**config.mk**
```make
export PLATFORM = sky130hd
export DESIGN_NAME = detect_collector
export DESIGN_NICKNAME = d
export VERILOG_FILES = /design/src/rtl/detect_collector.sv
export SDC_FILE = /design/constraint.sdc
export NUM_CORES = 1
export LEC_CHECK = 0
export BUFFER_PORTS_ARGS = -buffer_cell sky130_fd_sc_hd__buf_2
export CORE_MARGIN = 2
export CORE_UTILIZATION = 50
export CTS_CLUSTER_SIZE = 8
export DETAILED_ROUTE_END_ITERATION = 10
export GPL_TIMING_DRIVEN = 0
export PLACE_DENSITY_LB_ADDON = 0.12
export REMOVE_ABC_BUFFERS = 1
export SETUP_SLACK_MARGIN = 0.05
export SLEW_MARGIN = 20
export SYNTH_ARGS = -nofsm -noshare
export SYNTH_HDL_FRONTEND = slang
export SYNTH_SLANG_ARGS = --single-unit
export TNS_END_PERCENT = 10
```
**constraint.sdc**
```tcl
create_clock -name clk -period 5.9 [get_ports clk]
set_clock_uncertainty 0.2 [all_clocks]
set_input_delay 0.295 -clock clk [delete_from_list [all_inputs] [get_ports clk]]
set_output_delay 0.295 -clock clk [all_outputs]
set_load 0.005 [all_outputs]
```
**src/rtl/detect_collector.sv**
```systemverilog
// ---------------------------------------------------------------------------
// detect_collector
//
// Purpose:
//   Sits after the HOG+SVM person detector. Positive windows go into a small
//   FIFO that a host or readout engine drains. Alongside the FIFO, the block
//   keeps a per-frame summary: how many positives were seen, the
//   highest-scoring positive, and whether any positive was dropped because
//   the FIFO was full. A one-cycle frame_done pulse is raised one cycle after
//   the final slide window (sw_id == LAST_SW) of a frame has been scored.
//
// Ports:
//   clk, rst            clock, asynchronous active-high reset
//   i_valid             detector result valid
//   is_person           detector decision (qualified by i_valid)
//   result              signed SVM score, Q(FEA_I).(FEA_F)
//   sw_id               slide-window index of this result
//   rd_en               pop request from the reader
//   rd_valid            rd_data valid, one cycle after an accepted pop
//   rd_data             {sw_id, result} of the popped entry
//   empty, full         FIFO status flags
//   frame_done          one-cycle pulse; summary outputs are new this cycle
//   det_count           number of positives in the last completed frame
//   best_id, best_score best positive window of the last completed frame
//   ovf                 a positive was dropped in the last completed frame
//   frame_cnt           completed frame counter, wraps at 2^16
// ---------------------------------------------------------------------------
module detect_collector #(
  parameter int FEA_I   = 4,
  parameter int FEA_F   = 28,
  parameter int SW_W    = 11,
  parameter int LAST_SW = 1679,
  parameter int DEPTH   = 16,
  parameter int AW      = 4
) (
  input  logic                          clk,
  input  logic                          rst,
  input  logic                          i_valid,
  input  logic                          is_person,
  input  logic [FEA_I+FEA_F-1:0]        result,
  input  logic [SW_W-1:0]               sw_id,
  input  logic                          rd_en,
  output logic                          rd_valid,
  output logic [SW_W+FEA_I+FEA_F-1:0]   rd_data,
  output logic                          empty,
  output logic                          full,
  output logic                          frame_done,
  output logic [SW_W:0]                 det_count,
  output logic [SW_W-1:0]               best_id,
  output logic [FEA_I+FEA_F-1:0]        best_score,
  output logic                          ovf,
  output logic [15:0]                   frame_cnt
);

  localparam int RW = FEA_I + FEA_F;
  localparam int DW = SW_W + RW;

  // Most negative two's complement score: reported as best_score for a
  // frame without any positive window.
  localparam logic [RW-1:0]   SCORE_MIN = {1'b1, {(RW-1){1'b0}}};
  localparam logic [SW_W-1:0] LAST_ID   = SW_W'(LAST_SW);

  // -------------------------------------------------------------------------
  // FIFO storage and pointers
  // -------------------------------------------------------------------------
  logic [DW-1:0]   r_mem [DEPTH];
  logic [AW:0]     r_wr_ptr;
  logic [AW:0]     r_rd_ptr;
  logic            r_rd_valid;
  logic [DW-1:0]   r_rd_data;

  logic            w_empty;
  logic            w_full;
  logic            w_push;
  logic            w_pop;
  logic            w_wr;
  logic            w_drop;

  // Pointers carry one extra wrap bit so full and empty can be told apart.
  assign w_empty = (r_wr_ptr == r_rd_ptr);
  assign w_full  = (r_wr_ptr[AW] != r_rd_ptr[AW]) &&
                   (r_wr_ptr[AW-1:0] == r_rd_ptr[AW-1:0]);

  assign w_push  = i_valid & is_person;
  assign w_pop   = rd_en & ~w_empty;

  // A full FIFO still accepts a push when a pop frees a slot in the same
  // cycle. When full, write and read address coincide; the registered read
  // below samples the old contents, so the popped entry is not corrupted.
  assign w_wr    = w_push & (~w_full | w_pop);
  assign w_drop  = w_push & w_full & ~w_pop;

  // Storage array without reset so it can map onto block RAM.
  always_ff @(posedge clk) begin
    if (w_wr) begin
      r_mem[r_wr_ptr[AW-1:0]] <= {sw_id, result};
    end
  end

  always_ff @(posedge clk or posedge rst) begin
    if (rst) begin
      r_wr_ptr <= '0;
      r_rd_ptr <= '0;
    end else begin
      if (w_wr) begin
        r_wr_ptr <= r_wr_ptr + (AW+1)'(1);
      end
      if (w_pop) begin
        r_rd_ptr <= r_rd_ptr + (AW+1)'(1);
      end
    end
  end

  // Read port: rd_data holds its last value when no pop is accepted.
  always_ff @(posedge clk or posedge rst) begin
    if (rst) begin
      r_rd_valid <= 1'b0;
      r_rd_data  <= '0;
    end else begin
      r_rd_valid <= w_pop;
      if (w_pop) begin
        r_rd_data <= r_mem[r_rd_ptr[AW-1:0]];
      end
    end
  end

  // -------------------------------------------------------------------------
  // Running per-frame state
  // -------------------------------------------------------------------------
  logic [SW_W:0]   r_run_cnt;
  logic            r_run_any;
  logic [SW_W-1:0] r_run_best_id;
  logic [RW-1:0]   r_run_best_score;
  logic            r_run_ovf;

  logic [SW_W:0]   w_cnt_next;
  logic            w_better;
  logic            w_any_next;
  logic [SW_W-1:0] w_best_id_next;
  logic [RW-1:0]   w_best_score_next;
  logic            w_ovf_next;
  logic            w_frame_end;

  // Running values including the current window. These feed both the
  // running registers and, on the frame-end window, the summary registers,
  // so the LAST_SW window itself is part of the reported summary.
  assign w_cnt_next = r_run_cnt + {{SW_W{1'b0}}, w_push};

  // The first positive of a frame always loads; later ones must be strictly
  // greater so that on a tie the earlier window is kept.
  assign w_better = w_push &
                    (~r_run_any | ($signed(result) > $signed(r_run_best_score)));

  assign w_any_next        = r_run_any | w_push;
  assign w_best_id_next    = w_better ? sw_id  : r_run_best_id;
  assign w_best_score_next = w_better ? result : r_run_best_score;
  assign w_ovf_next        = r_run_ovf | w_drop;
  assign w_frame_end       = i_valid & (sw_id == LAST_ID);

  always_ff @(posedge clk or posedge rst) begin
    if (rst) begin
      r_run_cnt        <= '0;
      r_run_any        <= 1'b0;
      r_run_best_id    <= '0;
      r_run_best_score <= '0;
      r_run_ovf        <= 1'b0;
    end else if (w_frame_end) begin
      // Clearing here means the frame_done cycle starts a fresh frame, so a
      // result arriving in that cycle is counted toward the new frame.
      r_run_cnt        <= '0;
      r_run_any        <= 1'b0;
      r_run_best_id    <= '0;
      r_run_best_score <= '0;
      r_run_ovf        <= 1'b0;
    end else begin
      if (i_valid) begin
        r_run_cnt        <= w_cnt_next;
        r_run_any        <= w_any_next;
        r_run_best_id    <= w_best_id_next;
        r_run_best_score <= w_best_score_next;
      end
      // Drops only happen with i_valid high, so this is still i_valid gated.
      r_run_ovf <= w_ovf_next;
    end
  end

  // -------------------------------------------------------------------------
  // Frame summary
  // -------------------------------------------------------------------------
  logic            r_frame_done;
  logic [SW_W:0]   r_det_count;
  logic [SW_W-1:0] r_best_id;
  logic [RW-1:0]   r_best_score;
  logic            r_ovf;
  logic [15:0]     r_frame_cnt;

  always_ff @(posedge clk or posedge rst) begin
    if (rst) begin
      r_frame_done <= 1'b0;
      r_det_count  <= '0;
      r_best_id    <= '0;
      r_best_score <= '0;
      r_ovf        <= 1'b0;
      r_frame_cnt  <= '0;
    end else begin
      r_frame_done <= w_frame_end;
      if (w_frame_end) begin
        r_det_count  <= w_cnt_next;
        r_best_id    <= w_any_next ? w_best_id_next    : '0;
        r_best_score <= w_any_next ? w_best_score_next : SCORE_MIN;
        r_ovf        <= w_ovf_next;
        r_frame_cnt  <= r_frame_cnt + 16'd1;
      end
    end
  end

  // -------------------------------------------------------------------------
  // Outputs
  // -------------------------------------------------------------------------
  assign rd_valid   = r_rd_valid;
  assign rd_data    = r_rd_data;
  assign empty      = w_empty;
  assign full       = w_full;
  assign frame_done = r_frame_done;
  assign det_count  = r_det_count;
  assign best_id    = r_best_id;
  assign best_score = r_best_score;
  assign ovf        = r_ovf;
  assign frame_cnt  = r_frame_cnt;

endmodule

```
==> reports/results.tsv, run 1 <==
stage	metric	value	unit
critical_path	reg2reg start	r_rd_ptr[0]	
placed_design	GPL Wtd Cong	0.7352	
die	row cnt	95	
final_layout	Finished Layout Cells	3031	
final_layout	Finished Cell Area	41270	um^2
detailed_routing	DR iter-0 viols	1574	
worst_hold_path	Min-Delay Path Class	flip-flop to flip-flop	
power_and_ir_drop	Cell Pwr Density	450.8	nW/um^2
yosys	syn_area_per_cell	19.92	um^2
clock_tree	H-Tree Level Count	3	
die	# IOs	167	
final_layout	Final nets	2142	
detailed_routing	Post-Route WL	80.95	mm
critical_path	crit end category	flip-flop	
yosys	main flop type after synthesis	edfxtp_1	
die	chip height	265.6	um
critical_path	r2r setup slk	1690	ps
critical_path	reg-to-reg endpoint	r_mem[2][37]	
detailed_routing	Post-route DRC	0	
final_layout	area of the multi-input gates	8517	um^2
detailed_routing	ANT nets after route	0	
clock_tree	worst-skew pair later-pin latency	670	ps
sta	min Tclk post-route	4210	ps
clock_tree	CTS max path bufs	3	
critical_path	worst r2r path cells	11	
global_routing	Overflow after GRT	0	
power_and_ir_drop	Clock Power Share	0.336	
critical_path	Worst Path Arrival	4380	ps
sta	Final setup viols	0	
clock_tree	# Post-CTS Setup Buffers	0	
die	DIE WIDTH	265.6	um
sta	Worst Tran Pin Value	1118	ps
power_and_ir_drop	Seq pwr share	0.417	
placed_design	# port buffers	166	
sta	worst hold margin	269.8	ps
sta	final worst setup slack	1690	ps
critical_path	crit-path max FO	34	
power_and_ir_drop	switching share of power	0.2721	
clock_tree	Worst-path clk slew	50	ps
die	initial core utilization	0.5076	
placed_design	dpl hpwl	49.71	mm
detailed_routing	iteration count of the initial detailed-routing pass	5	
yosys	synthesized cell area	34210	um^2
die	floorplan core area	67400	um^2
power_and_ir_drop	Pwr Total	0.01861	W
power_and_ir_drop	Max IR drop VDD	244.8	uV
sta	Slew Limit Fails	0	
yosys	dominant cells by area after synthesis	edfxtp_1 60%, mux4_2 14%, dfrtp_1 13%	
global_routing	Total GRT Usage	0.2345	
yosys	part of the Yosys area used for sequential elements	0.7385	
power_and_ir_drop	combinational fraction of design power	0.246	
clock_tree	Clk Tree Root Cell	clkbuf_16	
yosys	Synth area leader	edfxtp_1	
sta	RSZ-0062 raised after global routing	no	
sta	final period utilization	0.7136	
yosys	number of flops mapped to enable cells by yosys	688	
yosys	ys async rst share	0.2110	
detailed_routing	via count	17800	
power_and_ir_drop	P_int	0.01354	W
global_routing	global-route wire length before repair	120.3	mm
critical_path	worst setup path class	flip-flop to flip-flop	
yosys	cell count after synthesis	1717	
detailed_routing	vias per cell	5.872	
sta	relative slew slack	0.2466	
detailed_routing	WL/cell	26.71	um
clock_tree	# hold bufs at CTS	48	
power_and_ir_drop	Leak	15.03	nW
yosys	top-count cell post-synth	edfxtp_1	
final_layout	Sequential Area	25280	um^2
die	die area	70530	um^2
yosys	Yosys top cell area share	0.6039	
critical_path	worst path required time	6070	ps
yosys	Seq cells post-synth	872	
yosys	Warnings, synthesis	0	
global_routing	initial antenna violation count	3	
placed_design	Cell Area, Placed	37350	um^2
critical_path	capture point of the critical path	r_mem[2][37]	
yosys	Synth top cells by count	688 x edfxtp_1, 215 x mux4_2, 184 x dfrtp_1, 90 x nand2_1, 50 x inv_1	
final_layout	share of cells above drive strength 1	0.3105	
yosys	unique cell type count in the Yosys netlist	46	
critical_path	CP Launch Point	r_rd_ptr[0]	
clock_tree	CTS tree	done	
run	number of max-cap violations	0	
power_and_ir_drop	Net Sw Power	0.005064	W
global_routing	pin count of the biggest net entering global routing	95	
placed_design	Cells after DPL	2758	
final_layout	Ant. Diodes	0	
final_layout	Area Growth Syn to Fin	20.65	%
final_layout	Fillers	4707	
clock_tree	PostCTS Resize Cnt	0	
clock_tree	CTS Sinks	872	
placed_design	Setup WS pre-CTS	1604	ps
global_routing	vias in the first global route	18500	
status	outcome	finished clean	
clock_tree	clock buffers created by TritonCTS	119	
sta	FMAX	237.5	MHz
sta	Final Hold Viols	0	
critical_path	crit path launch type	flip-flop	
==> metrics by stage <==
step           utilization  TNS [ps]
2_1_floorplan            -  -3191220
4_1_cts             0.6124         0
6_report            0.6124         0
3_3_place_gp        0.5306  -8784750
3_5_place_dp        0.5543         0
5_1_grt             0.6124         0
==> layout by cell type, fill, tap and decap left out, types with 34 or more instances in the layout <==
cell type,count
edfxtp_1,688
mux4_2,215
dfrtp_1,180
buf_2,166
clkbuf_16,119
clkbuf_1,98
nand2_1,89
inv_1,49
dlygate4sd3_1,48
mux2_2,44
a22o_1,43
ha_1,40
buf_4,34
==> area by class of cell <==
class | instances | share of cell area
multi-input combinational | 707 | 0.2064
timing repair buffer | 302 | 0.06648
sequential | 872 | 0.6125
inverter | 52 | 0.004911
clock buffer | 217 | 0.08106
clock inverter | 8 | 0.002243
tap | 873 | 0.02647
==> power by group through the flow <==
stage                     logic, W  registers [W]  clock network [W]
after floorplan            0.00316        0.00812                  0
after global placement     0.00389        0.00841                  0
after detailed placement   0.00463        0.00789                  0
after CTS                  0.00467        0.00778            0.00637
after global routing       0.00493        0.00783            0.00664
final                      0.00458        0.00777            0.00626
==> worst max-delay path, cell delays in order, from the launching register on <==
cell and delay (ps):
dfrtp_4 790, buf_16 330, xnor2_1 120, nand4_1 140, nor3_1 90, nor2_1 370
nand2_1 330, nor3_2 590, buf_4 330, buf_4 220, buf_4 180, buf_4 160
==> worst min path at each step <==
stage / from / endpoint / slack [ps] / depth (start not counted)
3_5_place_dp: rst / frame_cnt[13] / 40 / 2
2_1_floorplan: i_valid / r_run_cnt[0] / 190 / 1
5_1_grt: r_run_ovf / r_run_ovf / 290 / 2
3_3_place_gp: best_id[1] / best_id[1] / 250 / 1
4_1_cts: best_id[1] / best_id[1] / 270 / 1
6_report: frame_cnt[15] / frame_cnt[15] / 270 / 1
==> layer usage <==
metal / track usage / vias to the layer above / routed length, um
met3: 0.03860 / 107 / 5473
met5: 0 / - / 20
met4: 0.06514 / 4 / 1458
met1: 0.3409 / 9439 / 34490
met2: 0.3730 / 617 / 39510
li1: - / 7631 / -
==> registers in the layout, indices dropped and copies added (netlist names), 5 cells and up <==
name              flops
r_mem               688
rd_data              43
best_score           32
r_run_best_score     32
frame_cnt            16
det_count            12
r_run_cnt            12
best_id              11
r_run_best_id        11
r_rd_ptr              5
r_wr_ptr              5
==> cells by family after synthesis <==
logic type	count (synthesis)	synth area share
simple gates	186	0.02494
flops	872	0.7385
buf+inv	138	0.01664
xor+xnor	38	0.009729
fa+ha+maj	40	0.01463
mux	290	0.1651
compound gates	153	0.03043
Power figures use the tool's default switching activity.
==> run 2, diff against run 1 <==
==> constraint.sdc (replaced) <==
create_clock -name clk -period 3.9 [get_ports clk]
set_clock_uncertainty 0.2 [all_clocks]
set_input_delay 0.195 -clock clk [delete_from_list [all_inputs] [get_ports clk]]
set_output_delay 0.195 -clock clk [all_outputs]
set_load 0.005 [all_outputs]
==> run 2 against run 1 <==
  * Sequential power grew 51%
  * Non-clock buffer count increased by 8
  * Power increased by 52%
  * Clock power is 51% higher
  * Critical endpoint is now r_run_best_score[12]
  * Largest cell class unchanged
==> reports/results.tsv, run 2 (synthesis results as in run 1) <==
stage	metric	value	unit
clock_tree	clock buffers created by TritonCTS	119	
critical_path	crit end category	flip-flop	
run	number of max-cap violations	0	
die	floorplan core area	67400	um^2
die	# IOs	167	
global_routing	Total GRT Usage	0.2378	
detailed_routing	DR iter-0 viols	1541	
die	initial core utilization	0.5076	
global_routing	initial antenna violation count	2	
final_layout	most frequent cells in the layout	688 x edfxtp_1, 215 x mux4_2, 180 x dfrtp_1	
detailed_routing	iteration count of the initial detailed-routing pass	7	
critical_path	worst path required time	4290	ps
placed_design	dpl hpwl	49.71	mm
critical_path	crit path launch type	input port	
final_layout	Fillers	4705	
clock_tree	CTS Sinks	872	
sta	Slew Limit Fails	0	
final_layout	Ant. Diodes	0	
critical_path	reg2reg start	r_run_best_score[31]	
clock_tree	worst-skew pair later-pin latency	670	ps
sta	relative slew slack	0.2330	
status	outcome	finished clean	
sta	RSZ-0062 raised after global routing	yes	
die	row cnt	95	
sta	FMAX	266.5	MHz
clock_tree	CTS tree	done	
clock_tree	CTS max path bufs	3	
final_layout	Finished Layout Cells	3040	
final_layout	Area Growth Syn to Fin	21.02	%
placed_design	Cell Area, Placed	37350	um^2
sta	Worst Tran Pin Value	1138	ps
global_routing	vias in the first global route	18560	
sta	Final Hold Viols	0	
detailed_routing	vias per cell	5.887	
global_routing	Overflow after GRT	0	
global_routing	pin count of the biggest net entering global routing	95	
critical_path	r2r setup slk	200	ps
critical_path	capture point of the critical path	r_run_best_score[12]	
critical_path	Worst Path Arrival	4140	ps
final_layout	max reg flops	688	
final_layout	Final nets	2151	
clock_tree	Worst-path clk slew	50	ps
critical_path	crit-path max FO	41	
clock_tree	H-Tree Level Count	3	
detailed_routing	WL/cell	27.04	um
die	die area	70530	um^2
critical_path	CP Launch Point	sw_id[4]	
sta	min Tclk post-route	3753	ps
die	DIE WIDTH	265.6	um
clock_tree	Clk Tree Root Cell	clkbuf_16	
die	chip height	265.6	um
detailed_routing	via count	17900	
final_layout	share of cells above drive strength 1	0.3138	
worst_hold_path	Min-Delay Path Class	flip-flop to flip-flop	
critical_path	worst setup path class	input port to flip-flop	
placed_design	GPL Wtd Cong	0.7352	
power_and_ir_drop	Leak	15.09	nW
global_routing	global-route wire length before repair	121.6	mm
placed_design	Cells after DPL	2758	
critical_path	reg-to-reg endpoint	r_run_best_score[12]	
placed_design	# port buffers	166	
detailed_routing	Post-route DRC	0	
power_and_ir_drop	Max IR drop VDD	356.1	uV
critical_path	worst r2r path cells	13	
final_layout	most common cell after layout, fill and taps aside	edfxtp_1	
power_and_ir_drop	Cell Pwr Density	683.8	nW/um^2
detailed_routing	ANT nets after route	0	
sta	final period utilization	0.9623	
final_layout	Finished Cell Area	41400	um^2
detailed_routing	Post-Route WL	82.21	mm
sta	Final setup viols	0	
## run 2: cell count changes in the layout (fill, tap and decap cells not counted)
cell / delta
buf_4: +5
and2_4: +1
buf_8: +2
nor3_4: +3
nor2_2: +1
nor3_2: -3
buf_16: +1
nor2_1: -1
## run 2: layer usage
layer | global-route usage | vias up | part of all wire
met1 | 0.3440 | 9540 | 0.43
met5 | 0 | - | 0.00026
li1 | - | 7648 | -
met2 | 0.3812 | 594 | 0.49
met4 | 0.06301 | 4 | 0.017
met3 | 0.03953 | 110 | 0.063
## run 2: repair_timing
action / 4_1_cts / 5_1_grt
resized for setup: 4 / 1
buffers inserted: 5 / 3
hold endpoints to repair: 968 / 0
cloned: 1 / 0
pin swaps: 2 / 2
endpoints found under the setup margin: 163 / 62
hold buffers: 48 / 0
## run 2: power by group
group | internal [W] | total (W) | switching [W]
Sequential | 0.0110 | 0.0117 | 0.000707
Clock | 0.00571 | 0.00946 | 0.00375
Combinational | 0.00386 | 0.00715 | 0.00329
## run 2: worst min-delay path by stage
stage / from / end / slack (ps) / cells after the start
finish: frame_cnt[15] / frame_cnt[15] / 270 / 1
global placement: best_id[1] / best_id[1] / 250 / 1
floorplan: i_valid / r_run_cnt[0] / 90 / 1
CTS: result[6] / r_mem[3][6] / 250 / 2
detailed placement: rst / frame_cnt[13] / -60 / 2
global route: r_run_ovf / r_run_ovf / 290 / 2
## run 2: metrics by stage
stage	setup TNS, ps	total power [W]	setup WS [ps]	utilization	hold slack [ps]
2_1_floorplan	-5011970	0.01637	-7301	-	91.45
6_report	0	0.02831	147.2	0.6143	269.8
4_1_cts	0	0.02860	105.9	0.6138	253.3
3_3_place_gp	-	0.01737	-15310	0.5306	254.9
3_5_place_dp	-18390	0.01893	-373.4	0.5543	-62.55
5_1_grt	0	0.02950	4.076	0.6143	295.0
## run 2: critical path: stages
cell           delay [ps]
dlygate4sd3_1         550
buf_2                 290
nand4b_1              170
nor2_1                100
nand2_4               400
buf_12                300
clkinv_1              810
nor2_4                670
buf_16                230
buf_16                170
a22o_1                150
## run 2: layout make-up
| class | instances | area, um^2 | share of cell area |
|---|---|---|---|
| Clock buffer | 217 | 3346 | 0.08082 |
| Multi-Input combinational cell | 708 | 8547 | 0.2065 |
| Sequential cell | 872 | 25280 | 0.6106 |
| Inverter | 52 | 202.7 | 0.004896 |
| Tap cell | 873 | 1092 | 0.02639 |
| Clock inverter | 8 | 92.59 | 0.002237 |
| Timing Repair Buffer | 310 | 2839 | 0.06858 |
==> run 3, diff against run 2 <==
--- a/config.mk
+++ b/config.mk
@@ -6,6 +6,8 @@
 export NUM_CORES = 1
 export LEC_CHECK = 0
 export BUFFER_PORTS_ARGS = -buffer_cell sky130_fd_sc_hd__buf_2
+export CELL_PAD_IN_SITES_DETAIL_PLACEMENT = 0
+export CELL_PAD_IN_SITES_GLOBAL_PLACEMENT = 1
 export CORE_MARGIN = 2
 export CORE_UTILIZATION = 50
 export CTS_CLUSTER_SIZE = 8
@@ -13,7 +15,7 @@
 export GPL_TIMING_DRIVEN = 0
 export PLACE_DENSITY_LB_ADDON = 0.12
 export REMOVE_ABC_BUFFERS = 1
-export SETUP_SLACK_MARGIN = 0.05
+export SETUP_SLACK_MARGIN = 0.2
 export SLEW_MARGIN = 20
 export SYNTH_ARGS = -nofsm -noshare
 export SYNTH_HDL_FRONTEND = slang
==> run 3 against run 2 <==
  * Sequential share of layout area decreased by 0.31 points
  * Critical path depth did not move
  * Critical endpoint is now r_run_best_score[1]
  * Via count rose by 1.3%
  * Power is essentially flat
  * First-iteration DRC count rose by 6.2%
  * Worst hold slack worse by 200 ps
  * Largest power group unchanged
  * Final cell count up 0.20%
  * Sequential power about the same
  * Core utilization up 0.31 points
  * Global-route usage is 0.47 points higher
  * Highest routed layer unchanged
==> reports/results.tsv, run 3 (synthesis results as in run 1) <==
stage	metric	value	unit
global_routing	Overflow after GRT	0	
critical_path	r2r setup slk	150	ps
die	# IOs	167	
final_layout	Fillers	4764	
global_routing	vias in the first global route	18830	
final_layout	most common cell after layout, fill and taps aside	edfxtp_1	
critical_path	cell chain of the critical path	inv_1 -> ha_1 -> and4_1 -> nand2_1 -> or2_2 -> o22ai_1 -> o41ai_4 -> buf_4 -> nor2_4 -> buf_12 -> a22o_1	
clock_tree	CTS tree	done	
sta	RSZ-0062 raised after global routing	yes	
placed_design	Setup WS pre-CTS	-125.5	ps
die	row cnt	95	
die	floorplan core area	67400	um^2
detailed_routing	via count	18130	
run	number of max-cap violations	0	
critical_path	crit-path max FO	21	
critical_path	crit path launch type	flip-flop	
clock_tree	clock buffers created by TritonCTS	118	
critical_path	CP delay by family, top	simple AND/OR/NAND/NOR gates	
worst_hold_path	hold path start	sw_id[7]	
detailed_routing	vias per cell	5.951	
detailed_routing	ANT nets after route	0	
sta	Final Hold Viols	0	
power_and_ir_drop	Max IR drop VDD	405.8	uV
die	DIE WIDTH	265.6	um
sta	Final setup viols	0	
critical_path	Buffers & Inverters on Critical Path	3	
detailed_routing	WL/cell	27.46	um
power_and_ir_drop	Pwr Total	0.02832	W
sta	FMAX	266.9	MHz
die	die area	70530	um^2
critical_path	reg-to-reg endpoint	r_run_best_score[1]	
critical_path	Worst Path Arrival	4130	ps
final_layout	share of cells above drive strength 1	0.3129	
critical_path	reg2reg start	r_run_best_score[30]	
sta	final worst setup slack	153.2	ps
clock_tree	Clk Tree Root Cell	clkbuf_16	
critical_path	slowest stage cell on the critical path	o22ai_1	
critical_path	worst setup path class	flip-flop to flip-flop	
critical_path	critical path depth	11	
detailed_routing	iteration count of the initial detailed-routing pass	5	
sta	Slew Limit Fails	0	
detailed_routing	DR iter-0 viols	1636	
sta	min Tclk post-route	3747	ps
global_routing	initial antenna violation count	2	
power_and_ir_drop	Leak	15.17	nW
power_and_ir_drop	Cell Pwr Density	680.7	nW/um^2
critical_path	Crit path largest cell delay	590	ps
detailed_routing	Post-route DRC	0	
sta	setup TNS	0	ps
clock_tree	CTS max path bufs	3	
die	chip height	265.6	um
sta	relative slew slack	0.2132	
worst_hold_path	end of the worst hold path	best_id[10]	
clock_tree	H-Tree Level Count	3	
clock_tree	Worst-path clk slew	50	ps
status	outcome	finished clean	
clock_tree	CTS Sinks	872	
global_routing	pin count of the biggest net entering global routing	69	
placed_design	GPL Wtd Cong	0.7218	
final_layout	Final nets	2157	
critical_path	worst r2r path cells	11	
worst_hold_path	hold path cells	4	
final_layout	Area Growth Syn to Fin	21.63	%
sta	final period utilization	0.9607	
sta	Worst Tran Pin Value	1168	ps
placed_design	dpl hpwl	50.09	mm
critical_path	worst path required time	4290	ps
final_layout	Ant. Diodes	0	
final_layout	max reg flops	688	
worst_hold_path	Min-Delay Path Class	input port to flip-flop	
final_layout	most frequent cells in the layout	688 x edfxtp_1, 215 x mux4_2, 180 x dfrtp_1	
die	initial core utilization	0.5076	
critical_path	crit end category	flip-flop	
global_routing	global-route wire length before repair	124.3	mm
detailed_routing	Post-Route WL	83.63	mm
clock_tree	worst-skew pair later-pin latency	670	ps
placed_design	# port buffers	166	
global_routing	Total GRT Usage	0.2425	
-- run 3: cell types whose count changed in the layout (fill, tap and decap cells not counted), sizes merged --
cell	previous run	this run
and2	5	4
inv	57	54
clkinv	3	2
buf	262	265
dlygate4sd3	48	52
clkbuf	217	221
-- run 3: per-layer routing --
layer  GRT usage  share of wire  vias up
met4     0.07000          0.022        4
li1            -              -     7654
met5           0        0.00031        -
met3     0.04444          0.067      137
met1      0.3434           0.42     9674
met2      0.3907           0.49      658
-- run 3: power by group --
part | internal [W] | switching [W] | total [W]
Clock | 0.00577 | 0.00374 | 0.00951
Sequential | 0.0110 | 0.000710 | 0.0117
Combinational | 0.00386 | 0.00326 | 0.00712
-- run 3: worst max-delay path by stage --
stage,from,end
4_1_cts,r_run_best_score[30],r_run_best_score[30]
5_1_grt,r_rd_ptr[3],r_mem[3][14]
3_3_place_gp,r_rd_ptr[0],r_mem[3][38]
3_5_place_dp,r_rd_ptr[1],r_mem[0][38]
6_report,r_run_best_score[30],r_run_best_score[1]
2_1_floorplan,r_rd_ptr[0],r_mem[3][0]
-- run 3: cell type report --
cell class	instances	area [um^2]	area share
clock buffer	220	3400	0.08170
clock inverter	4	35.03	0.0008420
inverter	52	202.7	0.004871
multi-input combinational	707	8542	0.2053
sequential	872	25280	0.6075
tap	873	1092	0.02625
timing repair buffer	318	3058	0.07349
-- run 3: stage by stage --
| stage | std cells | util | hold slack, ps | instance area, um^2 |
|---|---|---|---|---|
| finish | 3046 | 0.6174 | 65.63 | 41610 |
| global route | 3046 | 0.6174 | 67.16 | 41610 |
| CTS | 3041 | 0.6166 | 27.86 | 41550 |
| global placement | 2670 | 0.5306 | 255.6 | 35760 |
| floorplan | 1631 | - | 91.45 | 33840 |
| detailed placement | 2761 | 0.5569 | 59.17 | 37530 |
-- run 3: what timing repair did --
| action | in CTS | in global routing |
|---|---|---|
| resized for setup | 4 | 0 |
| buffers inserted | 4 | 5 |
| hold endpoints to repair | 895 | 0 |
| pin swaps | 2 | 2 |
| setup endpoints to repair | 108 | 79 |
| hold buffers | 52 | 0 |
-- run 3: worst reg2reg max path, stage by stage, from the launching register on --
cell	delay, ps
dfrtp_1	370
inv_1	50
ha_1	300
and4_1	250
nand2_1	160
or2_2	310
o22ai_1	590
o41ai_4	190
buf_4	220
nor2_4	570
buf_12	280
a22o_1	180
